$ cat src/rtl/fp_norm_round_pipe_pkg.sv
// rtl/fp_norm_round_pipe_pkg.sv - shared types and constant-word helpers for the normalise/round pipeline
package fpNormPkg;

  typedef enum logic [1:0] {
    RND_RNE = 2'd0,
    RND_RTZ = 2'd1,
    RND_RUP = 2'd2,
    RND_RDN = 2'd3
  } rnd_mode_t;

  typedef struct packed {
    logic overflow;
    logic underflow;
    logic inexact;
  } fp_flags_t;

  // Magnitude words exclude the sign bit and are right-aligned in 64 bits.
  function automatic logic [63:0] fp_inf_mag(input int exp_w, input int man_w);
    return ((64'd1 << exp_w) - 64'd1) << man_w;
  endfunction

  function automatic logic [63:0] fp_max_mag(input int exp_w, input int man_w);
    return (((64'd1 << exp_w) - 64'd2) << man_w) | ((64'd1 << man_w) - 64'd1);
  endfunction

endpackage

$ cat src/rtl/fp_norm_round_pipe_lzc.sv
// rtl/fp_norm_round_pipe_lzc.sv - combinational leading-zero counter, returns W for an all-zero input
module fp_lzc #(
  parameter int W = 32
) (
  input  logic [W-1:0]         data_i,
  output logic [$clog2(W+1)-1:0] count_o
);

  localparam int CW = $clog2(W + 1);

  always_comb begin
    count_o = CW'(W);
    for (int i = 0; i < W; i++) begin
      if (data_i[i]) count_o = CW'(W - 1 - i);
    end
  end

endmodule

$ cat src/rtl/fp_norm_round_pipe.sv
// rtl/fp_norm_round_pipe.sv - three-stage normalise, round and flag pipeline with valid/ready backpressure
module fp_norm_round_pipe
  import fpNormPkg::*;
#(
  parameter int EXP_W = 8,
  parameter int MAN_W = 23
) (
  input  logic                   clk,
  input  logic                   reset_n,
  input  logic                   in_valid,
  output logic                   in_ready,
  input  logic                   in_special,
  input  logic [EXP_W+MAN_W:0]   in_special_word,
  input  logic                   in_sign,
  input  logic [EXP_W-1:0]       in_exp,
  input  logic                   in_carry,
  input  logic [MAN_W+8:0]       in_mant,
  input  logic                   in_sticky,
  input  logic [1:0]             in_rnd,
  output logic                   out_valid,
  input  logic                   out_ready,
  output logic [EXP_W+MAN_W:0]   out_result,
  output logic [2:0]             out_flags
);

  localparam int ALIGN_W = MAN_W + 9;
  localparam int RES_W   = 1 + EXP_W + MAN_W;
  localparam int LZC_W   = $clog2(ALIGN_W + 1);
  localparam int EW1     = EXP_W + 1;
  localparam logic [63:0]    INF_MAG = fp_inf_mag(EXP_W, MAN_W);
  localparam logic [63:0]    MAX_MAG = fp_max_mag(EXP_W, MAN_W);
  localparam logic [EXP_W:0] EXP_OVF = {1'b0, {EXP_W{1'b1}}};

  typedef struct packed {
    logic               special;
    logic [RES_W-1:0]   sword;
    logic               sign;
    rnd_mode_t          rnd;
    logic [EXP_W-1:0]   exp;
    logic               carry;
    logic [ALIGN_W-1:0] mant;
    logic               sticky;
    logic [LZC_W-1:0]   shift;
  } s1_t;

  typedef struct packed {
    logic             special;
    logic [RES_W-1:0] sword;
    logic             sign;
    rnd_mode_t        rnd;
    logic             zero;
    logic [EXP_W:0]   exp;
    logic [MAN_W:0]   sig;
    logic             g;
    logic             r;
    logic             s;
  } s2_t;

  logic v1_q, v2_q, v3_q;
  logic load1, load2, load3;
  s1_t  s1_d, s1_q;
  s2_t  s2_d, s2_q;
  logic [RES_W-1:0] res_d, res_q;
  fp_flags_t        flags_d, flags_q;

  // Each stage refills when empty or when its occupant moves on this cycle.
  assign load3    = !v3_q || out_ready;
  assign load2    = !v2_q || load3;
  assign load1    = !v1_q || load2;
  assign in_ready = load1;

  assign out_valid  = v3_q;
  assign out_result = res_q;
  assign out_flags  = flags_q;

  logic [LZC_W-1:0] lzc;
  logic [EXP_W-1:0] exp_m1;

  fp_lzc #(.W(ALIGN_W)) u_lzc (
    .data_i  (in_mant),
    .count_o (lzc)
  );

  always_comb begin
    exp_m1         = (in_exp == '0) ? '0 : in_exp - EXP_W'(1);
    s1_d.special   = in_special;
    s1_d.sword     = in_special_word;
    s1_d.sign      = in_sign;
    s1_d.rnd       = rnd_mode_t'(in_rnd);
    s1_d.exp       = in_exp;
    s1_d.carry     = in_carry;
    s1_d.mant      = in_mant;
    s1_d.sticky    = in_sticky;
    if (in_carry)                     s1_d.shift = '0;
    else if (32'(exp_m1) < 32'(lzc))  s1_d.shift = LZC_W'(exp_m1);
    else                              s1_d.shift = lzc;
  end

  logic [ALIGN_W-1:0] m2;

  always_comb begin
    if (s1_q.carry) m2 = {1'b1, s1_q.mant[ALIGN_W-1:1]};
    else            m2 = s1_q.mant << s1_q.shift;
    s2_d.special = s1_q.special;
    s2_d.sword   = s1_q.sword;
    s2_d.sign    = s1_q.sign;
    s2_d.rnd     = s1_q.rnd;
    s2_d.zero    = !s1_q.carry && (s1_q.mant == '0) && !s1_q.sticky;
    s2_d.sig     = m2[ALIGN_W-1:8];
    s2_d.g       = m2[7];
    s2_d.r       = m2[6];
    // The carry right-shift pushes mant[0] out of the fold window.
    s2_d.s       = (|m2[5:0]) | s1_q.sticky | (s1_q.carry & s1_q.mant[0]);
    if (s1_q.carry)           s2_d.exp = {1'b0, s1_q.exp} + EW1'(1);
    else if (m2[ALIGN_W-1])   s2_d.exp = {1'b0, s1_q.exp} - EW1'(s1_q.shift);
    else                      s2_d.exp = '0;
  end

  logic             lost;
  logic             rup;
  logic             bump;
  logic             ovf;
  logic             to_inf;
  logic [MAN_W+1:0] sum3;
  logic [EXP_W:0]   exp3;

  always_comb begin
    lost = s2_q.g | s2_q.r | s2_q.s;
    case (s2_q.rnd)
      RND_RNE: rup = s2_q.g & (s2_q.r | s2_q.s | s2_q.sig[0]);
      RND_RTZ: rup = 1'b0;
      RND_RUP: rup = !s2_q.sign & lost;
      default: rup = s2_q.sign & lost;
    endcase
    sum3 = {1'b0, s2_q.sig} + {{(MAN_W + 1){1'b0}}, rup};
    // Exponent steps on significand overflow or a subnormal rounding up to the hidden bit.
    bump   = sum3[MAN_W+1] | (!s2_q.sig[MAN_W] & sum3[MAN_W]);
    exp3   = s2_q.exp + {{EXP_W{1'b0}}, bump};
    ovf    = exp3 >= EXP_OVF;
    to_inf = (s2_q.rnd == RND_RNE) || (s2_q.rnd == RND_RUP && !s2_q.sign) ||
             (s2_q.rnd == RND_RDN && s2_q.sign);

    flags_d.overflow  = ovf;
    flags_d.inexact   = lost | ovf;
    flags_d.underflow = (lost | ovf) & (s2_q.exp == '0);

    if (s2_q.special) begin
      res_d   = s2_q.sword;
      flags_d = '0;
    end else if (s2_q.zero) begin
      res_d   = {(s2_q.rnd == RND_RDN), {(RES_W - 1){1'b0}}};
      flags_d = '0;
    end else if (ovf) begin
      res_d = {s2_q.sign, to_inf ? INF_MAG[RES_W-2:0] : MAX_MAG[RES_W-2:0]};
    end else begin
      res_d = {s2_q.sign, exp3[EXP_W-1:0], sum3[MAN_W-1:0]};
    end
  end

  always_ff @(posedge clk or negedge reset_n) begin
    if (!reset_n) begin
      v1_q    <= 1'b0;
      v2_q    <= 1'b0;
      v3_q    <= 1'b0;
      s1_q    <= '0;
      s2_q    <= '0;
      res_q   <= '0;
      flags_q <= '0;
    end else begin
      if (load1) begin
        v1_q <= in_valid;
        if (in_valid) s1_q <= s1_d;
      end
      if (load2) begin
        v2_q <= v1_q;
        if (v1_q) s2_q <= s2_d;
      end
      if (load3) begin
        v3_q <= v2_q;
        if (v2_q) begin
          res_q   <= res_d;
          flags_q <= flags_d;
        end
      end
    end
  end

endmodule

$ cat config.mk
export PLATFORM = sky130hd
export DESIGN_NAME = fp_norm_round_pipe
export DESIGN_NICKNAME = d
export VERILOG_FILES = /design/src/rtl/fp_norm_round_pipe_pkg.sv /design/src/rtl/fp_norm_round_pipe_lzc.sv /design/src/rtl/fp_norm_round_pipe.sv
export SDC_FILE = /design/constraint.sdc
export NUM_CORES = 1
export LEC_CHECK = 0
export CORE_ASPECT_RATIO = 0.5
export CORE_MARGIN = 2
export CORE_UTILIZATION = 45
export CTS_CLUSTER_SIZE = 30
export DETAILED_ROUTE_END_ITERATION = 10
export PLACE_DENSITY = 0.66
export SETUP_SLACK_MARGIN = 0.2
export SLEW_MARGIN = 5
export SYNTH_ARGS = -nofsm -noshare
export SYNTH_HDL_FRONTEND = slang
export SYNTH_SLANG_ARGS = --single-unit
$ cat constraint.sdc
create_clock -name clk -period 3.6 [get_ports clk]
set_input_delay 0.72 -clock clk [delete_from_list [all_inputs] [get_ports clk]]
set_output_delay 0.72 -clock clk [all_outputs]
set_load 0.03 [all_outputs]
==> key figures, run 1 <==
Finish
  – Multi-input logic area: 6541 µm²
  – Non-filler cells, final: 1663
  – Layout cells sized above 1: 0.2714
  – Utilization after layout: 0.5816
  – # fillers: 2111
  – Area Overhead vs Synth: 27.89%
  – N_diodes: 0
  – Storage cell area: 4881 µm²
  – Fin nets: 1408
  – Layout Cell Area excl Fill: 14530 µm²

Logic synthesis
  – Avg Inst Size Synth: 9.983 µm²
  – Synthesized area: 11360 µm²
  – Top cells by area in the synthesized netlist: dfrtp_1 43%, mux2_2 11%, mux4_2 5.4%
  – Yosys warnings: 0
  – Syn Inst Count: 1138
  – Synthesized Nets: 1240
  – Number of flops mapped to enable cells by yosys: 0
  – #FFs+latches synth: 195
  – Synth top area share: 0.4295
  – Post-synthesis sequential area ratio: 0.4295
  – Synth top cells by count: 195 x dfrtp_1, 122 x nand2_1, 111 x mux2_2, 106 x nor2_1, 69 x a21oi_1
  – Ys flop type: dfrtp_1
  – Ys async rst share: 1.000
  – Yosys cell types: 79
  – Area leader, netlist: dfrtp_1
  – Most frequent cell after synthesis: dfrtp_1

Timing
  – Final setup fails: 27
  – Max-slew violation count: 0
  – Fmax: 0.2668 GHz
  – Final worst slack: -0.1487 ns
  – RSZ-0062 raised after global routing: true
  – Hold Fails Final Rpt: 0
  – Worst-Margin Slew: 0.9119 ns
  – Max-slew headroom: 0.3887
  – Clk_skew: 0.008310 ns
  – Minimum clock period after layout: 3.749 ns
  – Crit share post-route: 1.041

Floorplanning
  – Die area: 26610 µm²
  – DIE HEIGHT: 116.4 µm
  – Num rows: 41
  – Die extent in x: 228.7 µm
  – I/O pins: 119
  – Core area: 24980 µm²
  – Starting Density: 0.4548

Worst setup path
  – WP data arrival: 4.08 ns
  – CP dominant cell by count: ha_4
  – Setup CP Type: reg -> reg
  – CP max stage delay: 0.41 ns
  – Max FO, Critical Path: 4
  – Req. time, crit path: 3.93 ns
  – Slowest stage cell, crit path: dfrtp_1
  – Critical path capture point type: register
  – Launching element type of the critical path: register
  – Crit-path cells: nor2b_4, ha_4, nor2_2, nand2_1, nand2_2, ha_4, ha_4, and3_4, a21oi_2, nor4_2, buf_4, ha_4, and4_4, a21oi_2, o32a_1, o21ai_2, buf_4, buf_6, nor2_1, o21ai_0, nand3_1

Detailed routing
  – Pre-antenna DRT Iters: 7
  – DR vias: 9671
  – DR DRC count: 0
  – Post-DRT Antenna Nets: 0
  – Vias/cell: 5.815
  – Routed len/inst: 19.32 µm
  – Post-Route WL: 32130 µm
  – DRT iter0 DRCs: 952

Power and ir drop
  – Leakage: 5.846 nW
  – VDD IR max: 0.0003497 V
  – Overall power: 8.027 mW
  – Power Dens Cells: 552.5 nW/µm²

Clock network
  – H-tree depth: 4
  – Clock transition at path regs: 0.07 ns
  – Clk sinks: 195
  – Clk_lat worst skew: 0.46 ns
  – Clock buffer count from CTS: 17
  – Clock buffer depth: 2
  – Root Driver: clkbuf_16
  – CTS tree: built
  – Hold-fix buffers, CTS: 0

Global route
  – Initial antenna violation count: 0
  – First-pass GRT wire length: 51050 µm
  – Global Route Usage Sum: 0.2452
  – Pin count of the biggest net entering global routing: 77
  – Vias in the first global route: 9176
  – GRT overflow: 0

Placement
  – Placer Congestion: 0.9231
  – Place WS: -0.3968 ns
  – Placed cells: 1620
  – IO Port Bufs: 118
  – Post-DP HPWL: 23340 µm
  – Placed cell areas: 13510 µm²

Flow run
  – Max_cap viols: 0

Worst hold path
  – HP Class: in -> async

Status
  – Failing checks: setup timing
  – Status: complete, but fails checks
-- flip-flops by register name, summed over array words and instances, names as in the netlist --
| signal | flops |
|---|---|
| s2_q | 73 |
| v2_q | 1 |
| out_valid | 1 |
| out_flags | 3 |
| out_result | 32 |
| s1_q | 84 |
| v1_q | 1 |
-- area by class of cell --
cell class                      count  area share
Multi-Input combinational cell    851      0.4502
Sequential cell                   195      0.3359
Timing Repair Buffer              219      0.1403
Clock buffer                       20     0.03143
Tap cell                          344     0.02962
Clock inverter                     12    0.006717
Inverter                           22    0.005770
-- metrics by stage --
step           hold WS, ns  setup TNS [ns]
2_1_floorplan       0.4244               0
3_3_place_gp        0.4738          -4.909
3_5_place_dp        0.4808          -7.174
4_1_cts             0.2927         -0.1200
5_1_grt             0.3063          -8.644
6_report            0.2582          -2.961
-- power breakdown --
part	internal (mW)	switching [mW]	leakage [nW]
Combinational	1.38	1.53	3.26
Sequential	2.70	0.591	2.32
Clock	0.935	0.894	0.269
-- path summary, 6_finish.rpt --
path                           startpoint             end  slack, ns  depth (start not counted)
max reg2reg                      s2_q[37]  out_result[23]      -0.15                         21
max in group asynchronous         reset_n        s1_q[72]       2.45                          2
min                               reset_n        s1_q[38]       0.26                          1
min in group clk           out_result[29]  out_result[29]       0.50                          2
max                              s2_q[37]  out_result[23]      -0.15                         21
min reg2reg                out_result[29]  out_result[29]       0.50                          2
-- cells in the final DEF (no fill, tap or decap), types with 7 or more instances in the layout --
| master | synthesis | final |
|---|---|---|
| and3_1 | 11 | 10 |
| mux2_2 | 111 | 111 |
| o21ai_2 | 1 | 7 |
| nor4_1 | 19 | 16 |
| nand4_1 | 15 | 15 |
| xor2_1 | 9 | 9 |
| clkdlybuf4s50_1 | 0 | 110 |
| o22ai_1 | 28 | 9 |
| o21ai_1 | 8 | 8 |
| a22oi_1 | 23 | 23 |
| dlymetal6s2s_1 | 0 | 7 |
| xnor2_1 | 29 | 29 |
| nor2_1 | 106 | 98 |
| mux4_2 | 27 | 27 |
| inv_1 | 20 | 20 |
| dfrtp_1 | 195 | 194 |
| nor3_1 | 21 | 19 |
| nand2_1 | 122 | 119 |
| a21oi_1 | 69 | 65 |
| buf_4 | 2 | 92 |
| o22ai_2 | 1 | 20 |
| mux2i_1 | 23 | 23 |
| nand3_1 | 31 | 29 |
| ha_1 | 19 | 14 |
| clkbuf_16 | 0 | 17 |
| nand2b_1 | 8 | 7 |
| o21ai_0 | 65 | 57 |
-- cell families after synthesis --
family                   after synthesis  share of synthesized area
flip-flops                           195                     0.4295
adder cells (fa/ha/maj)               20                    0.02269
buffers and inverters                 95                    0.03513
AND/OR/NAND/NOR                      365                     0.1504
multiplexers                         162                     0.1861
XOR/XNOR                              38                    0.02930
AO/OA/AOI/OAI                        263                     0.1468
-- critical path: cells and delay by family (launching register included) --
kind,cells,cell delay [ns]
and+or+nand+nor,9,1.21
DFF,1,0.41
AOI/OAI and AO/OA,5,0.94
adders and majority gates,4,0.65
buffers and inverters,3,0.41
-- routing by layer --
layer / wire length [µm] / part of all wire / GRT usage / vias to the layer above
met2: 14080 / 0.44 / 0.3718 / 299
met3: 1607 / 0.050 / 0.03760 / 46
met1: 15940 / 0.50 / 0.3661 / 4810
li1: - / - / - / 4516
met4: 503 / 0.016 / 0.07015 / 0
met5: 0 / 0 / 0 / -
-- timing repair --
action | 4_1_cts | 5_1_grt
buffers inserted | 1 | 7
setup endpoints to repair | 39 | 40
gates resized for setup | 23 | 61
cloned | 2 | 1
pin swaps | 11 | 47
Note: power is estimated with default switching activity, not from simulation.
==> inputs of run 2 (changes only) <==
--- a/config.mk
+++ b/config.mk
@@ -10,7 +10,8 @@
 export CORE_UTILIZATION = 45
 export CTS_CLUSTER_SIZE = 30
 export DETAILED_ROUTE_END_ITERATION = 10
-export PLACE_DENSITY = 0.66
+export DONT_BUFFER_PORTS = 1
+export PLACE_DENSITY = 0.6
 export SETUP_SLACK_MARGIN = 0.2
 export SLEW_MARGIN = 5
 export SYNTH_ARGS = -nofsm -noshare
==> run 2 against run 1 <==
Compared with the run above:
- count of clock-buffer cells in the layout shrank 3
- clock skew grew 0.0035 ns
- die area is the same
- cell area shrank 12%
- register-to-register slack gained 0.22 ns
- final cell count shrank 10%
- the flow finishes with violations (hold timing)
- first-iteration DRC count shrank 27%
- maximum frequency grew 6.4%
- total power shrank 5.2%
==> key figures, run 2 (synthesized netlist as in run 1, its figures left out) <==
Worst setup path
  – Reg2reg end: out_result[11]
  – Slack of the worst reg-to-reg path: 0.08 ns
  – Max FO, Critical Path: 6
  – CP dominant cell by count: ha_4
  – Slowest stage cell, crit path: dfrtp_1
  – Launching element type of the critical path: register
  – Worst r2r path cells: 18
  – Req. time, crit path: 3.93 ns
  – Reg-to-reg startpoint: s2_q[38]
  – Cell depth of the worst setup path: 18
  – Setup CP Type: reg -> reg
  – Bufs and invs on worst path: 0
  – CP max stage delay: 0.40 ns
  – Top Family by Delay on Critical Path: adder cells
  – WP data arrival: 3.85 ns
  – Critical path capture point type: register
  – Crit-path cells: nor2b_4, ha_4, nor2_2, nand2_1, nand2_2, ha_4, ha_4, and3_4, a21oi_2, nor4_2, ha_2, ha_4, nand2_1, o32a_1, o21ai_2, o31a_1, nand2b_4, o22ai_1

Timing
  – Max-slew violation count: 0
  – Final setup fails: 0
  – RSZ-0062 raised after global routing: true
  – Max-slew headroom: 0.1319
  – Crit share post-route: 0.9789
  – Final worst slack: 0.07584 ns
  – Worst-Margin Slew: 1.297 ns
  – Hold Fails Final Rpt: 38
  – Clk_skew: 0.01180 ns
  – Minimum clock period after layout: 3.524 ns
  – Fmax: 0.2838 GHz
  – WHS: -0.03193 ns

Clock network
  – Clk sinks: 195
  – H-tree depth: 4
  – CTS tree: built
  – Clk_lat worst skew: 0.46 ns
  – Root Driver: clkbuf_16
  – Clock transition at path regs: 0.07 ns
  – Clock buffer depth: 2
  – Clock buffer count from CTS: 17

Finish
  – Most frequent cells in the layout: 194 x dfrtp_1, 119 x nand2_1, 111 x mux2_2
  – Most common cell after layout, fill and taps aside: dfrtp_1
  – Area Overhead vs Synth: 12.48%
  – N_diodes: 0
  – Layout cells sized above 1: 0.2419
  – Fin nets: 1235
  – Max reg flops: 84
  – Layout Cell Area excl Fill: 12780 µm²
  – Top reg by flops: s1_q

Floorplanning
  – DIE HEIGHT: 116.4 µm
  – I/O pins: 119
  – Die extent in x: 228.7 µm
  – Num rows: 41
  – Die area: 26610 µm²
  – Core area: 24980 µm²
  – Starting Density: 0.4548

Placement
  – Post-DP HPWL: 22690 µm
  – Placer Congestion: 0.9064
  – Placed cell areas: 11880 µm²
  – Place WS: -0.1287 ns
  – IO Port Bufs: 0

Worst hold path
  – HP Class: in -> async

Detailed routing
  – Pre-antenna DRT Iters: 5
  – Routed wl met2: 13540 µm
  – Routed len/inst: 21.29 µm
  – DR vias: 8844
  – DR DRC count: 0
  – Post-DRT Antenna Nets: 0
  – Top routing layer in use: met4
  – Vias/cell: 5.940
  – Wire length on met3: 1988 µm
  – Met1 Wirelength: 15700 µm
  – DRT iter0 DRCs: 695
  – Post-Route WL: 31710 µm

Power and ir drop
  – Pint: 4.672 mW
  – Power Dens Cells: 595.5 nW/µm²
  – Leakage: 5.034 nW
  – Combinational share of power: 0.269
  – Sw power: 2.938 mW
  – Switch share: 0.3861
  – Flop pwr share: 0.479
  – VDD IR max: 0.0003879 V
  – Clk pwr share: 0.253

Status
  – Status: complete, but fails checks
  – Failing checks: hold timing

Global route
  – Vias in the first global route: 8492
  – Pin count of the biggest net entering global routing: 196
  – Initial antenna violation count: 0
  – First-pass GRT wire length: 49070 µm
  – Global Route Usage Sum: 0.2398
  – GRT overflow: 0

Flow run
  – Max_cap viols: 0
## run 2: repair_timing
action,CTS,global route
setup buffers,2,5
pin swaps,14,11
setup endpoints to repair,30,31
gates resized for setup,16,29
hold endpoints to repair,195,148
cloned,3,2
## run 2: power by group through the flow
stage                     sequential (mW)  combinational (mW)  clock (mW)
after floorplan                      3.35                1.53           0
after global placement               3.65                1.86           0
after detailed placement             3.66                1.89           0
after CTS                            3.63                1.95        1.98
after global routing                 3.71                2.26        2.07
final                                3.64                2.04        1.92
## run 2: layer usage
| layer | track usage | vias up |
|---|---|---|
| li1 | - | 4175 |
| met5 | 0 | - |
| met1 | 0.3545 | 4394 |
| met2 | 0.3483 | 248 |
| met4 | 0.06362 | 0 |
| met3 | 0.06274 | 27 |
## run 2: cell type report
| class | count | area (µm²) |
|---|---|---|
| Fill cell | 2263 | 12200 |
| Multi-Input combinational cell | 851 | 6374 |
| Clock buffer | 17 | 425.4 |
| Sequential cell | 195 | 4881 |
| Timing Repair Buffer | 46 | 419.2 |
| Tap cell | 344 | 430.4 |
| Clock inverter | 14 | 165.2 |
| Inverter | 22 | 83.83 |
## run 2: metrics by stage
| stage | instances | total power [mW] | setup TNS, ns | utilization | hold WS (ns) |
|---|---|---|---|---|---|
| 2_1_floorplan | 1138 | 4.879 | 0 | - | 0.4244 |
| 3_3_place_gp | 1446 | 5.503 | 0 | 0.4753 | 0.4375 |
| 3_5_place_dp | 1446 | 5.551 | -2.659 | 0.4753 | 0.4375 |
| 4_1_cts | 1482 | 7.558 | 0 | 0.5039 | -0.05647 |
| 5_1_grt | 1489 | 8.031 | -2.820 | 0.5115 | -0.05976 |
| 6_report | 1489 | 7.610 | 0 | 0.5115 | -0.03193 |
## run 2: how the worst max path moves through the flow
stage,start,to
final,s2_q[38],out_result[11]
after global routing,s2_q[37],out_result[4]
after CTS,s2_q[37],out_result[4]
after detailed placement,s2_q[38],out_result[9]
after global placement,in_mant[8],s1_q[0]
after floorplan,s2_q[38],out_result[10]
